<file path="src/rtl/wb_pkg.sv">
// Write-back stage shared constants: source-select codes and load funct3 codes.
package wb_pkg;

  // Write-back source select
  localparam logic [1:0] WB_SEL_ALU = 2'b00;
  localparam logic [1:0] WB_SEL_MEM = 2'b01;
  localparam logic [1:0] WB_SEL_PC4 = 2'b10;
  localparam logic [1:0] WB_SEL_CSR = 2'b11;

  // Load funct3 encodings
  localparam logic [2:0] LOAD_LB  = 3'b000;
  localparam logic [2:0] LOAD_LH  = 3'b001;
  localparam logic [2:0] LOAD_LW  = 3'b010;
  localparam logic [2:0] LOAD_LBU = 3'b100;
  localparam logic [2:0] LOAD_LHU = 3'b101;

endpackage

</file>
<file path="src/rtl/wb_stage_load_align.sv">
// Load alignment and extension: picks the addressed byte/halfword out of the
// raw load word and sign- or zero-extends it to XLEN. Purely combinational.
module load_align
  import wb_pkg::*;
#(
  parameter int XLEN = 32
) (
  input  logic [XLEN-1:0] mem_data,
  input  logic [2:0]      funct3,
  input  logic [1:0]      addr_lo,
  output logic [XLEN-1:0] result
);

  logic [7:0]  byte_s;
  logic [15:0] half_s;

  // Extract the addressed byte and halfword; addr_lo[0] is ignored for halfwords
  always_comb begin
    byte_s = 8'h00;
    case (addr_lo)
      2'd0:    byte_s = mem_data[7:0];
      2'd1:    byte_s = mem_data[15:8];
      2'd2:    byte_s = mem_data[23:16];
      2'd3:    byte_s = mem_data[31:24];
      default: byte_s = mem_data[7:0];
    endcase
    if (addr_lo[1]) begin
      half_s = mem_data[31:16];
    end else begin
      half_s = mem_data[15:0];
    end
  end

  // Extend to full width according to the load type; unknown codes pass the word through
  always_comb begin
    result = mem_data;
    case (funct3)
      LOAD_LB:  result = {{(XLEN-8){byte_s[7]}}, byte_s};
      LOAD_LBU: result = {{(XLEN-8){1'b0}}, byte_s};
      LOAD_LH:  result = {{(XLEN-16){half_s[15]}}, half_s};
      LOAD_LHU: result = {{(XLEN-16){1'b0}}, half_s};
      LOAD_LW:  result = mem_data;
      default:  result = mem_data;
    endcase
  end

endmodule

</file>
<file path="src/rtl/wb_stage.sv">
// MEM/WB pipeline register: selects the write-back source, drives the
// register-file write port and counts retired instructions.
module wb_stage
  import wb_pkg::*;
#(
  parameter int XLEN       = 32,
  parameter int REG_ADDR_W = 5,
  parameter int CNT_W      = 64
) (
  input  logic                  clk,
  input  logic                  rst,
  input  logic                  in_valid,
  input  logic                  in_rf_we,
  input  logic [REG_ADDR_W-1:0] in_rd,
  input  logic [1:0]            in_wb_sel,
  input  logic [XLEN-1:0]       in_alu_result,
  input  logic [XLEN-1:0]       in_mem_data,
  input  logic [2:0]            in_load_funct3,
  input  logic [1:0]            in_addr_lo,
  input  logic [XLEN-1:0]       in_pc_plus4,
  input  logic [XLEN-1:0]       in_csr_rdata,
  input  logic                  stall,
  input  logic                  flush,
  output logic                  rf_we,
  output logic [REG_ADDR_W-1:0] rf_waddr,
  output logic [XLEN-1:0]       rf_wdata,
  output logic                  wb_valid,
  output logic [CNT_W-1:0]      instret
);

  logic [XLEN-1:0]       load_data_s;
  logic [XLEN-1:0]       wb_data_s;
  logic                  rf_we_r;
  logic [REG_ADDR_W-1:0] rf_waddr_r;
  logic [XLEN-1:0]       rf_wdata_r;
  logic                  wb_valid_r;
  logic [CNT_W-1:0]      instret_r;

  load_align #(.XLEN(XLEN)) u_load_align (
    .mem_data (in_mem_data),
    .funct3   (in_load_funct3),
    .addr_lo  (in_addr_lo),
    .result   (load_data_s)
  );

  // Write-back source mux
  always_comb begin
    wb_data_s = in_alu_result;
    case (in_wb_sel)
      WB_SEL_ALU: wb_data_s = in_alu_result;
      WB_SEL_MEM: wb_data_s = load_data_s;
      WB_SEL_PC4: wb_data_s = in_pc_plus4;
      WB_SEL_CSR: wb_data_s = in_csr_rdata;
      default:    wb_data_s = in_alu_result;
    endcase
  end

  // Pipeline register and retire counter; flush beats stall beats capture
  always_ff @(posedge clk or posedge rst) begin
    if (rst) begin
      rf_we_r    <= 1'b0;
      rf_waddr_r <= {REG_ADDR_W{1'b0}};
      rf_wdata_r <= {XLEN{1'b0}};
      wb_valid_r <= 1'b0;
      instret_r  <= {CNT_W{1'b0}};
    end else if (flush) begin
      rf_we_r    <= 1'b0;
      rf_waddr_r <= {REG_ADDR_W{1'b0}};
      rf_wdata_r <= {XLEN{1'b0}};
      wb_valid_r <= 1'b0;
    end else if (stall) begin
      // Held instruction already wrote once; suppress a repeat write
      rf_we_r <= 1'b0;
    end else begin
      wb_valid_r <= in_valid;
      rf_we_r    <= in_valid & in_rf_we & (in_rd != {REG_ADDR_W{1'b0}});
      rf_waddr_r <= in_rd;
      rf_wdata_r <= wb_data_s;
      if (in_valid) begin
        instret_r <= instret_r + {{(CNT_W-1){1'b0}}, 1'b1};
      end else begin
        instret_r <= instret_r;
      end
    end
  end

  assign rf_we    = rf_we_r;
  assign rf_waddr = rf_waddr_r;
  assign rf_wdata = rf_wdata_r;
  assign wb_valid = wb_valid_r;
  assign instret  = instret_r;

endmodule
</file>
<file path="config.mk">
export PLATFORM = sky130hd
export DESIGN_NAME = wb_stage
export DESIGN_NICKNAME = d
export VERILOG_FILES = /design/src/rtl/wb_pkg.sv /design/src/rtl/wb_stage_load_align.sv /design/src/rtl/wb_stage.sv
export SDC_FILE = /design/constraint.sdc
export NUM_CORES = 1
export LEC_CHECK = 0
export ABC_AREA = 0
export ABC_CLOCK_PERIOD_IN_PS = 4200
export BUFFER_PORTS_ARGS = -buffer_cell sky130_fd_sc_hd__buf_4
export CAP_MARGIN = 30
export CORE_ASPECT_RATIO = 1.5
export CORE_MARGIN = 1.5
export CORE_UTILIZATION = 49
export DETAILED_ROUTE_END_ITERATION = 10
export GPL_ROUTABILITY_DRIVEN = 0
export PLACE_DENSITY = 0.81
export SLEW_MARGIN = 40
export SYNTH_ARGS = -nofsm -noshare
export SYNTH_HDL_FRONTEND = slang
export SYNTH_SLANG_ARGS = --single-unit
export TNS_END_PERCENT = 50
</file>
<file path="constraint.sdc">
create_clock -name clk -period 4.2 [get_ports clk]
set_clock_uncertainty 0.15 [all_clocks]
set_input_delay 0.63 -clock clk [delete_from_list [all_inputs] [get_ports clk]]
set_output_delay 0.63 -clock clk [all_outputs]
set_load 0.05 [all_outputs]
</file>
Word-level counts from Yosys, hierarchy flattened:

Cells that the tools add are included.

* add/sub/neg operators: 1
* $mul: 0
* divide/modulo/power cells: 0
* magnitude comparators: 0
* eq/ne operators: 10
* shift-type cells: 0
* multiplexer cells: 12
* bitwise logic cells: 4
* reductions and logical operators: 5

Operator list (number)
* $pmux W32 S4: 2
* $add A64 B1 Y64 const B: 1
* $mux W32: 2
* $pmux W8 S4: 1
* $mux W16: 1
* $mux W5: 2
* $eq A2 B2 Y1 const B: 4
* $eq A3 B3 Y1 const B: 2
* $reduce_bool A5 Y1: 1
* $eq A2 B1 Y1 const B: 2
* $logic_not A2 Y1: 2
* $mux W1: 4
* $eq A3 B1 Y1 const B: 1
* $logic_not A3 Y1: 1
* $reduce_and A3 Y1: 1
* $and A1 B1 Y1: 2
* $ne A2 B1 Y1 const B: 1
* $not A1 Y1: 2

* bits in registers: 103
* bits in latches: 0
* bits in writable memories: 0
* memory bits (read-only): 0
* bits of input ports: 146
* output and inout bits: 103
* logic and storage cells: 37
* memories kept: 0

Longest topological paths before layout:

Gate-level depths: netlist of the first run.

* depth in word-level cells: 6
* gate-level depth with buffers: 8
* depth with buffers taken out: 6

Modules after synthesis:

Synthesis of the first run repeated with hierarchy kept, for this count alone.

* cell total of the unflattened synthesis: 561
* area total of the unflattened synthesis: 6018.3 um^2

By module, submodules not included
* wb_stage: times used 1, cells each 450, area an instance 5350.1 um^2, seq. area each 2577.5 um^2
* load_align: times used 1, cells each 111, area an instance 668.1 um^2, seq. area each 0.0 um^2

Worst setup path after synthesis of the first run:

No wires, ideal clock.

* kind: register to register
* from: reg instret_r[19] (netlist: instret[19])
* to: reg instret_r[53] (netlist: instret[53])
* setup time: 0.082 ns
* arrival: 2.088 ns
* required time: 3.968 ns
* slack: 1.880 ns
* cell stages (with the launch flop): 7
* buffers on the path: 1
* period minus slack after synthesis: 2.320 ns
* cells stage by stage: dfrtp_1 > nand4_1 > nor4_4 > nand4_2 > buf_6 > nor4_4 > xor2_1

* word-level cells in the longest chain between the ends: 1

Ends and longest elaborated chain
* start: declaration: RTL line wb_stage.sv:37 `logic [CNT_W-1:0] instret_r;`
* start signal: assignment: RTL line wb_stage.sv:65 `instret_r <= {CNT_W{1'b0}};`
* start signal: assignment: RTL line wb_stage.sv:80 `instret_r <= instret_r + {{(CNT_W-1){1'b0}}, 1'b1};`
* start signal: assignment: RTL line wb_stage.sv:82 `instret_r <= instret_r;`
* $add A64 B1 Y64: RTL line wb_stage.sv:80

Every way passes these cells.
A chain may end at the register's enable or synchronous reset.

Final worst setup path of the first run:

* from: reg instret_r[33] (netlist: instret[33])
* to: reg instret_r[51] (netlist: instret[51])

Same word-level chain as after synthesis.

==> flow_metrics.tcl, run 1 <==
set metrics [dict create \
    run_status "complete, no violations" \
    cts_made_buffers 9 \
    post-route-period-util 0.638 \
    min_period_ns 2.68 \
    antenna_found_initial 0 \
    cts_tree "built" \
    cts-resized-gates 0 \
    final_max_slew_viol_count 0 \
    power.internal_mw 1.83 \
    grt_use_total 0.298 \
    synth_nets 796 \
    worst_pin_slew_ns 0.769 \
    cap_violations 0 \
    setup_viol 0 \
    p_sw_frac 0.311 \
    hold_viol 0 \
    synth_common_cells "dfrtp_1 (103), nand2_1 (82), o21ai_0 (68), nor2_1 (42), mux2i_1 (40)" \
    fin_nets 1025 \
    via_per_inst 5.67 \
    yosysSeqAreaShare 0.430 \
    final_layout_size_suffix_gt1_frac 0.327 \
    grt_overflow 0 \
    cts_num_sinks 103 \
    critPathKind "reg2reg" \
    ant_nets 0 \
    fillers 924 \
    fmax_ghz 0.373 \
    power_mw 2.66 \
    fin_tns_setup_ns 0 \
    relSlewSlack 0.474 \
    start_util 0.501 \
    async_flop_share 1.00 \
    ios 249 \
    syn_inst 649 \
    drtIter0Drc 279 \
    clkTransAtPathRegs_ns 0.07 \
    cp_max_fo 11 \
    synth_top_area_cell "dfrtp_1" \
    clock-root-buffer "clkbuf_16" \
    core-area_sq_um 12000 \
    grt_max_degree 76 \
    io_buffers 248 \
    pwr-share-seq 0.416 \
    clockPowerShare 0.342 \
    ir_drop_uv 187 \
    grt_pass1_wl_mm 30.1 \
    start_kind "flop" \
    critPathCaptureType "flop" \
    die_area_sq_um 12900 \
    antenna-diode-count 0 \
    synth_ff_type "dfrtp_1" \
    required_ns 4.32 \
    arrival_ns 2.80 \
    num_vias 5870 \
    synth_top_area_frac 0.430 \
    power_density_nw_per_um2 322 \
    leakage_nw 4.14 \
    synth_edf_count 0 \
    die_h_microns 138 \
    yosys_register_bits 103 \
    grt_pass1_vias 5955 \
    h-tree-depth 3 \
    hp-class "in2async" \
    final_core_util 0.691 \
    cts_buffer_depth 2 \
    clock_latency_ns 0.34 \
    post-cts-setup-buffers 0 \
    synth.distinct_cells 47 \
    die_w_microns 93.3 \
    cts_hold_buf 0 \
    fp-row-count 49 \
    comb_power_share 0.242 \
    rsz0062_at_grt "no" \
    dp_hpwl_mm 14.9 \
    drc 0 \
    syn_avg_cell_area_sq_um 9.23 \
    wl_per_cell_microns 18.3 \
    syn_area_sq_um 5990 \
    syn2layout_area_growth_pct 37.9 \
    drtPass1Iterations 5 \
    yosys.cell_count.top_type "dfrtp_1" \
    routed_wl_mm 19.0 \
    p_switching_mw 0.825 \
    yosys-top-cells-area "dfrtp_1 (43%), mux2i_1 (6.7%), o21ai_0 (5.7%)" \
    yosys_warnings 0 \
]
## per-stage QoR
step / area [sq um] / setup slack, ns / hold slack (ns) / std cells
final: 8260 / 1.52 / 0.243 / 1036
after global routing: 8260 / 1.39 / 0.298 / 1036
after CTS: 8260 / 1.56 / 0.271 / 1036
after detailed placement: 7940 / 1.30 / 0.321 / 1020
after global placement: 7930 / 1.35 / 0.314 / 1020
after floorplan: 5990 / 0.716 / 0.597 / 649
## sequential cells by signal (all words and copies together), names as in the netlist
name      flops
instret      64
rf_wdata     32
rf_waddr      5
rf_we         1
wb_valid      1
## placed cells by master, fill, tap and decap left out, types with 4 or more instances in the layout
master | synthesis | layout
xor2_1 | 31 | 31
buf_4 | 0 | 251
a22oi_1 | 16 | 16
a2111oi_0 | 5 | 5
nor4_1 | 4 | 4
nand3_1 | 30 | 30
nand2_1 | 82 | 82
nand2b_1 | 5 | 5
nor2b_1 | 26 | 25
o21ai_0 | 68 | 68
nor2_1 | 42 | 41
clkbuf_16 | 0 | 9
and3_1 | 6 | 6
dfrtp_1 | 103 | 103
a21oi_1 | 20 | 20
inv_1 | 16 | 15
nand4_1 | 15 | 15
nor3_1 | 18 | 18
and2_1 | 5 | 4
xnor2_1 | 32 | 32
nor4_4 | 6 | 6
mux2i_1 | 40 | 40
## final timing paths
kind,slack (ns),endpoint,cells past startpoint,start
worst max-delay path,1.52,instret[51]$_DFFE_PP0P_,5,instret[33]$_DFFE_PP0P_
worst min-delay path,0.24,rf_wdata[28]$_DFFE_PP0P_,2,rst
worst max register to register,1.52,instret[51]$_DFFE_PP0P_,5,instret[33]$_DFFE_PP0P_
worst min register to register,0.33,rf_wdata[5]$_DFFE_PP0P_,1,rf_wdata[5]$_DFFE_PP0P_
max in group asynchronous,2.78,rf_wdata[18]$_DFFE_PP0P_,3,rst
min in group clk,0.33,rf_wdata[5]$_DFFE_PP0P_,1,rf_wdata[5]$_DFFE_PP0P_
## cell type report
cell class	instances	area (sq um)	area share
Clock buffer	12	246	0.0298
Clock inverter	4	76.3	0.00924
Inverter	16	65.1	0.00788
Multi-Input combinational cell	497	3220	0.390
Sequential cell	103	2580	0.312
Tap cell	153	191	0.0232
Timing Repair Buffer	251	1880	0.228
## cells by family after synthesis
| family | Yosys count | share of synthesized area |
|---|---|---|
| and+or+nand+nor | 260 | 0.240 |
| AOI/OAI and AO/OA | 130 | 0.127 |
| DFF | 103 | 0.430 |
| xor gates and xnor gates | 63 | 0.0921 |
| buffers and inverters | 49 | 0.0345 |
| muxes | 43 | 0.0743 |
| adders and majority gates | 1 | 0.00209 |
## worst max-delay path, stage by stage, from the launching register on
cell     delay (ns)
dfrtp_1        0.43
nand4_1        0.20
nor3b_1        0.68
nand4_2        0.49
nor4_1         0.48
xor2_1         0.17
## layer usage
metal / share of wire / global-route usage / vias up / wire (microns)
met4: 0.038 / 0.136 / 0 / 723
met3: 0.066 / 0.0468 / 46 / 1250
met1: 0.36 / 0.346 / 2791 / 6830
met2: 0.54 / 0.527 / 284 / 10200
met5: 0 / 0 / - / 0
li1: - / - / 2749 / -
## power groups by stage
stage	clock network (mW)	logic (mW)	registers, mW
2_1_floorplan	0	0.198	1.29
3_3_place_gp	0	0.632	1.12
3_5_place_dp	0	0.644	1.12
4_1_cts	0.920	0.645	1.10
5_1_grt	0.964	0.685	1.11
6_report	0.908	0.643	1.10
No activity file was read; power rests on OpenSTA's default activity.
==> run 2: changes to the inputs <==
ABC_AREA = 1   (was 0)
ABC_CLOCK_PERIOD_IN_PS = 2250   (was 4200)
CORE_UTILIZATION = 46   (was 49)
PLACE_DENSITY = 0.78   (was 0.81)
clock period = 2.25 ns   (was 4.2 ns; I/O delays follow)
==> flow_metrics.tcl, run 2 <==
set metrics [dict create \
    run_status "complete, no violations" \
    ios 249 \
    fmax_ghz 0.510 \
    grt_pass1_vias 7643 \
    syn_inst 1042 \
    critPathKind "reg2reg" \
    via_per_inst 5.21 \
    synth_top_area_frac 0.375 \
    routed_wl_mm 23.8 \
    dp_hpwl_mm 19.2 \
    relSlewSlack 0.616 \
    cts_made_buffers 9 \
    grt_max_degree 42 \
    antenna-diode-count 0 \
    ir_drop_uv 374 \
    synth.distinct_cells 38 \
    rsz0062_at_grt "no" \
    hold_viol 0 \
    hold_depth 2 \
    io_buffers 248 \
    place_inst 1472 \
    yosys_register_bits 103 \
    cp_cell_sequence "ha_1 -> inv_1 -> nor2_4 -> nand3_2 -> nor2_1 -> nand3_1 -> nor2_1 -> nand3_1 -> nand2_1" \
    grt_pass1_wl_mm 38.2 \
    die_h_microns 153 \
    fin_tns_setup_ns 0 \
    cts_num_sinks 103 \
    yosys.cell_count.top_type "nand2_1" \
    drc 0 \
    synth_top_area_cell "dfrtp_1" \
    yosysSeqAreaShare 0.375 \
    drtPass1Iterations 5 \
    fin_nets 1435 \
    worst_slack_ns 0.290 \
    clock-root-buffer "clkbuf_16" \
    hp-class "in2reg" \
    yosys-top-cells-area "dfrtp_1 (38%), nand2_1 (22%), nor2_1 (10%)" \
    syn2layout_area_growth_pct 35.3 \
    critPathCaptureType "flop" \
    largest_reg_flops 64 \
    syn_area_sq_um 6870 \
    grt_overflow 0 \
    cts-resized-gates 0 \
    die_w_microns 103 \
    core-area_sq_um 14600 \
    final-seq-area_sq_um 2580 \
    cap_violations 0 \
    start_kind "flop" \
    die_area_sq_um 15700 \
    crit_slowest_cell "dfrtp_1" \
    leakage_nw 4.83 \
    synth_edf_count 0 \
    required_ns 2.39 \
    clkTransAtPathRegs_ns 0.08 \
    slowest_delay_ns 0.41 \
    worst_pin_slew_ns 0.575 \
    final_core_util 0.637 \
    start_util 0.471 \
    rrSetupSlack_ns 0.29 \
    arrival_ns 2.10 \
    power_density_nw_per_um2 512 \
    multi_input_area_sq_um 3860 \
    antenna_found_initial 0 \
    r2r_start "instret[1]$_DFFE_PP0P_" \
    async_flop_share 1.00 \
    r2r_end "instret[56]$_DFFE_PP0P_" \
    synth_nets 1189 \
    cts_buffer_depth 2 \
    grt_use_total 0.313 \
    pre_cts_ws_ns 0.287 \
    fp-row-count 54 \
    layout_common_cells "nand2_1 (403), buf_4 (261), nor2_1 (184), dfrtp_1 (103), inv_1 (70)" \
    post-cts-setup-buffers 0 \
    reg2regPathDepth 9 \
    drtIter0Drc 413 \
    h-tree-depth 3 \
    fillers 1367 \
    syn_avg_cell_area_sq_um 6.59 \
    final_layout_size_suffix_gt1_frac 0.250 \
    finalNonFillerCells 1489 \
    setup_viol 0 \
    num_vias 7758 \
    final_max_slew_viol_count 0 \
    cts_tree "built" \
    min_to "rf_waddr[0]$_DFFE_PP0P_" \
    min_period_ns 1.96 \
    post-route-period-util 0.871 \
    mostFrequentLayoutCell "nand2_1" \
    hp-start "in_rd[0]" \
    synth_ff_type "dfrtp_1" \
    cp_max_fo 4 \
    wl_per_cell_microns 16.0 \
    yosys_warnings 0 \
    clock_latency_ns 0.35 \
    synth_common_cells "nand2_1 (403), nor2_1 (185), dfrtp_1 (103), inv_1 (71), o21ai_0 (39)" \
    ant_nets 0 \
]
-- run 2: metrics by stage --
| step | hold slack, ns | power, mW | instance area, sq um |
|---|---|---|---|
| after global placement | 0.277 | 3.26 | 9010 |
| after detailed placement | 0.284 | 3.28 | 9010 |
| after CTS | 0.0615 | 4.78 | 9300 |
| after global routing | 0.0675 | 4.97 | 9300 |
| after floorplan | 0.305 | 2.76 | 6880 |
| final | 0.0681 | 4.76 | 9300 |
-- run 2: where the power goes --
part / switching [mW] / leakage (nW) / internal [mW] / total, mW
clock network: 0.744 / 0.124 / 0.765 / 1.51
logic: 0.785 / 3.30 / 0.447 / 1.23
registers: 0.0805 / 1.40 / 1.94 / 2.02
-- run 2: critical path, delay by kind of cell, from the launching register on --
| family | cells | cell delay (ns) |
|---|---|---|
| AND/OR/NAND/NOR | 7 | 1.05 |
| buffers and inverters | 1 | 0.09 |
| flip-flops | 1 | 0.41 |
| adder cells (fa/ha/maj) | 1 | 0.19 |
-- run 2: kinds of logic after synthesis --
| family | share of synthesized area |
|---|---|
| compound gates | 0.0730 |
| xor+xnor | 0.0459 |
| fa+ha+maj | 0.00182 |
| buf+inv | 0.0635 |
| flops | 0.375 |
| simple gates | 0.441 |
-- run 2: timing repair --
action / 4_1_cts / 5_1_grt
hold endpoints to repair: 20 / 0
hold buffers: 1 / 0
setup endpoints to repair: 0 / 0
-- run 2: worst max-delay path by stage --
stage | endpoint | from | cells past startpoint
5_1_grt | instret[56]$_DFFE_PP0P_ | instret[1]$_DFFE_PP0P_ | 9
3_5_place_dp | rf_wdata[5]$_DFFE_PP0P_ | in_load_funct3[1] | 9
2_1_floorplan | instret[44]$_DFFE_PP0P_ | instret[0]$_DFFE_PP0P_ | 8
6_report | instret[56]$_DFFE_PP0P_ | instret[1]$_DFFE_PP0P_ | 9
4_1_cts | instret[56]$_DFFE_PP0P_ | instret[0]$_DFFE_PP0P_ | 10
3_3_place_gp | rf_wdata[5]$_DFFE_PP0P_ | in_load_funct3[1] | 9
-- run 2: area by class of cell --
cell class | count | area share
Multi-Input combinational cell | 829 | 0.416
Sequential cell | 103 | 0.277
Timing Repair Buffer | 265 | 0.218
Inverter | 80 | 0.0327
Tap cell | 196 | 0.0264
Clock buffer | 11 | 0.0250
Clock inverter | 5 | 0.00458
-- run 2: routing by layer --
| metal | part of all wire | vias up | global-route usage |
|---|---|---|---|
| met1 | 0.35 | 3503 | 0.345 |
| li1 | - | 3777 | - |
| met3 | 0.067 | 102 | 0.0528 |
| met4 | 0.072 | 0 | 0.198 |
| met5 | 0 | - | 0 |
| met2 | 0.51 | 376 | 0.542 |
==> run 3: changes to the inputs <==
CORE_UTILIZATION = 47   (was 46)
PLACE_DENSITY = 0.79   (was 0.78)
SYNTH_HIERARCHICAL = 1   (was unset)
==> flow_metrics.tcl, run 3 <==
set metrics [dict create \
    run_status "finished with violations" \
    power_density_nw_per_um2 510 \
    syn2layout_area_growth_pct 32.4 \
    arrival_ns 2.06 \
    num_vias 8273 \
    whs_ns -0.0231 \
    cts-resized-gates 0 \
    h-tree-depth 3 \
    syn_area_sq_um 7280 \
    yosysSeqAreaShare 0.354 \
    die_area_sq_um 16300 \
    mostFrequentLayoutCell "nand2_1" \
    critPathBufInv 2 \
    drc 0 \
    yosys.cell_count.top_type "nand2_1" \
    ant_nets 0 \
    worst_pin_slew_ns 0.592 \
    synth_nets 1219 \
    cts_made_buffers 9 \
    final_layout_size_suffix_gt1_frac 0.262 \
    required_ns 2.34 \
    setup_viol 0 \
    final_max_slew_viol_count 0 \
    post-cts-setup-buffers 0 \
    hold_viol 27 \
    grt_use_total 0.317 \
    fp-row-count 55 \
    synth.distinct_cells 41 \
    fin_tns_setup_ns 0 \
    synth_top_area_cell "dfrtp_1" \
    fin_nets 1456 \
    grt_max_degree 104 \
    critPathTopFamily "simple AND/OR/NAND/NOR gates" \
    critPathCaptureType "flop" \
    hp-class "in2async" \
    wl_per_cell_microns 17.0 \
    largest_reg_flops 64 \
    layout_common_cells "nand2_1 (349), buf_4 (264), nor2_1 (118), dfrtp_1 (103), nand3_1 (97)" \
    antenna-diode-count 0 \
    clock-root-buffer "clkbuf_16" \
    cts_tree "built" \
    rsz0062_at_grt "no" \
    fmax_ghz 0.509 \
    antenna_found_initial 0 \
    via_per_inst 5.47 \
    power.internal_mw 3.29 \
    routed_wl_mm 25.7 \
    p_switching_mw 1.63 \
    comb_power_share 0.247 \
    ios 249 \
    cts_hold_buf 0 \
    drtIter0Drc 549 \
    cp_cell_sequence "ha_1 -> inv_1 -> nor2_4 -> nand3_1 -> nor2_1 -> nand2_1 -> clkinv_1 -> nand2_1 -> nand2_1 -> nand2_1" \
    grt_pass1_vias 8096 \
    clock_latency_ns 0.35 \
    drtPass1Iterations 5 \
    cts_num_sinks 103 \
    start_kind "flop" \
    p_sw_frac 0.331 \
    clkTransAtPathRegs_ns 0.08 \
    cp_max_fo 6 \
    pwr-share-seq 0.412 \
    clockPowerShare 0.341 \
    slowest_delay_ns 0.42 \
    synth_top_area_frac 0.354 \
    die_h_microns 155 \
    die_w_microns 105 \
    grt_overflow 0 \
    synth_common_cells "nand2_1 (349), nor2_1 (119), dfrtp_1 (103), nand3_1 (97)" \
    cts_buffer_depth 2 \
    synth_edf_count 0 \
    async_flop_share 1.00 \
    io_buffers 248 \
    violations "negative hold slack" \
    crit_slowest_cell "dfrtp_1" \
    grt_pass1_wl_mm 40.4 \
    crit_top_cell "nand2_1" \
    yosys_warnings 6 \
    leakage_nw 4.89 \
    post-route-period-util 0.873 \
    synth_ff_type "dfrtp_1" \
    syn_avg_cell_area_sq_um 6.79 \
    cap_violations 0 \
    dp_hpwl_mm 20.1 \
    core-area_sq_um 15100 \
    yosys-top-cells-area "dfrtp_1 (35%), nand2_1 (18%), nand3_1 (6.7%)" \
    min_period_ns 1.96 \
    syn_inst 1072 \
    start_util 0.481 \
    fillers 1415 \
    relSlewSlack 0.605 \
    critPathKind "reg2reg" \
    ir_drop_uv 315 \
    yosys_register_bits 103 \
]
[run 3: changes by cell type after synthesis, sizes merged, moves of 5 or more]
cell	change
a21oi	-11
nand4	-12
a221oi	-11
nor2	-63
o21bai	+5
nand2	-44
nand3	+76
inv	+9
clkbuf	+6
o21ai	+45
a31oi	+32
[run 3: cell families (layout without fill, tap and decap cells)]
kind of cell | Yosys count | after routing | share of synthesized area
AOI/OAI and AO/OA | 145 | 145 | 0.108
xor gates and xnor gates | 28 | 28 | 0.0337
adders and majority gates | 1 | 1 | 0.00172
buffers and inverters | 131 | 373 | 0.0792
DFF | 103 | 103 | 0.354
and+or+nand+nor | 664 | 664 | 0.423
[run 3: worst reg2reg max path, cell delays in order (launching register included)]
cell      delay (ns)
dfrtp_1         0.42
ha_1            0.18
inv_1           0.08
nor2_4          0.20
nand3_1         0.12
nor2_1          0.32
nand2_1         0.12
clkinv_1        0.11
nand2_1         0.06
nand2_1         0.06
nand2_1         0.05
[run 3: worst paths after layout]
kind	slack (ns)	endpoint	from	depth (start not counted)
hold reg to reg	0.36	instret[62]$_DFFE_PP0P_	instret[62]$_DFFE_PP0P_	2
max in group asynchronous	1.49	rf_wdata[20]$_DFFE_PP0P_	rst	3
setup reg to reg	0.29	instret[60]$_DFFE_PP0P_	instret[0]$_DFFE_PP0P_	10
min in group clk	0.03	rf_waddr[0]$_DFFE_PP0P_	in_rd[0]	3
hold / removal	-0.02	instret[46]$_DFFE_PP0P_	rst	3
setup / recovery	0.29	instret[60]$_DFFE_PP0P_	instret[0]$_DFFE_PP0P_	10
[run 3: through the flow]
stage / power (mW) / std cells / cell area [sq um] / utilization / setup WS, ns
2_1_floorplan: 2.76 / 1072 / 7280 / - / 0.259
5_1_grt: 5.13 / 1513 / 9640 / 0.637 / 0.133
6_report: 4.92 / 1513 / 9640 / 0.637 / 0.286
3_5_place_dp: 3.27 / 1497 / 9330 / 0.616 / 0.136
3_3_place_gp: 3.26 / 1497 / 9330 / 0.616 / 0.157
4_1_cts: 4.94 / 1513 / 9640 / 0.637 / 0.322
[run 3: layer usage]
metal,up-vias,wire [microns],global-route usage
li1,3972,-,-
met1,3740,8560,0.330
met2,445,13400,0.586
met3,116,1790,0.0444
met4,0,1890,0.218
met5,-,0,0
[run 3: cell type report]
class	count	area, sq um	share of cell area
multi-input cells	838	4130	0.428
flip-flops and latches	103	2580	0.267
repair buffers	266	2020	0.210
inverters	91	352	0.0365
well taps	199	249	0.0258
clock buffers	10	239	0.0248
clock inverters	6	73.8	0.00766
[run 3: power by group through the flow]
stage          sequential (mW)  clock, mW  combinational, mW
2_1_floorplan             2.36          0              0.406
4_1_cts                   2.03       1.71               1.21
3_3_place_gp              2.06          0               1.20
3_5_place_dp              2.06          0               1.21
6_report                  2.02       1.68               1.22
5_1_grt                   2.04       1.79               1.29
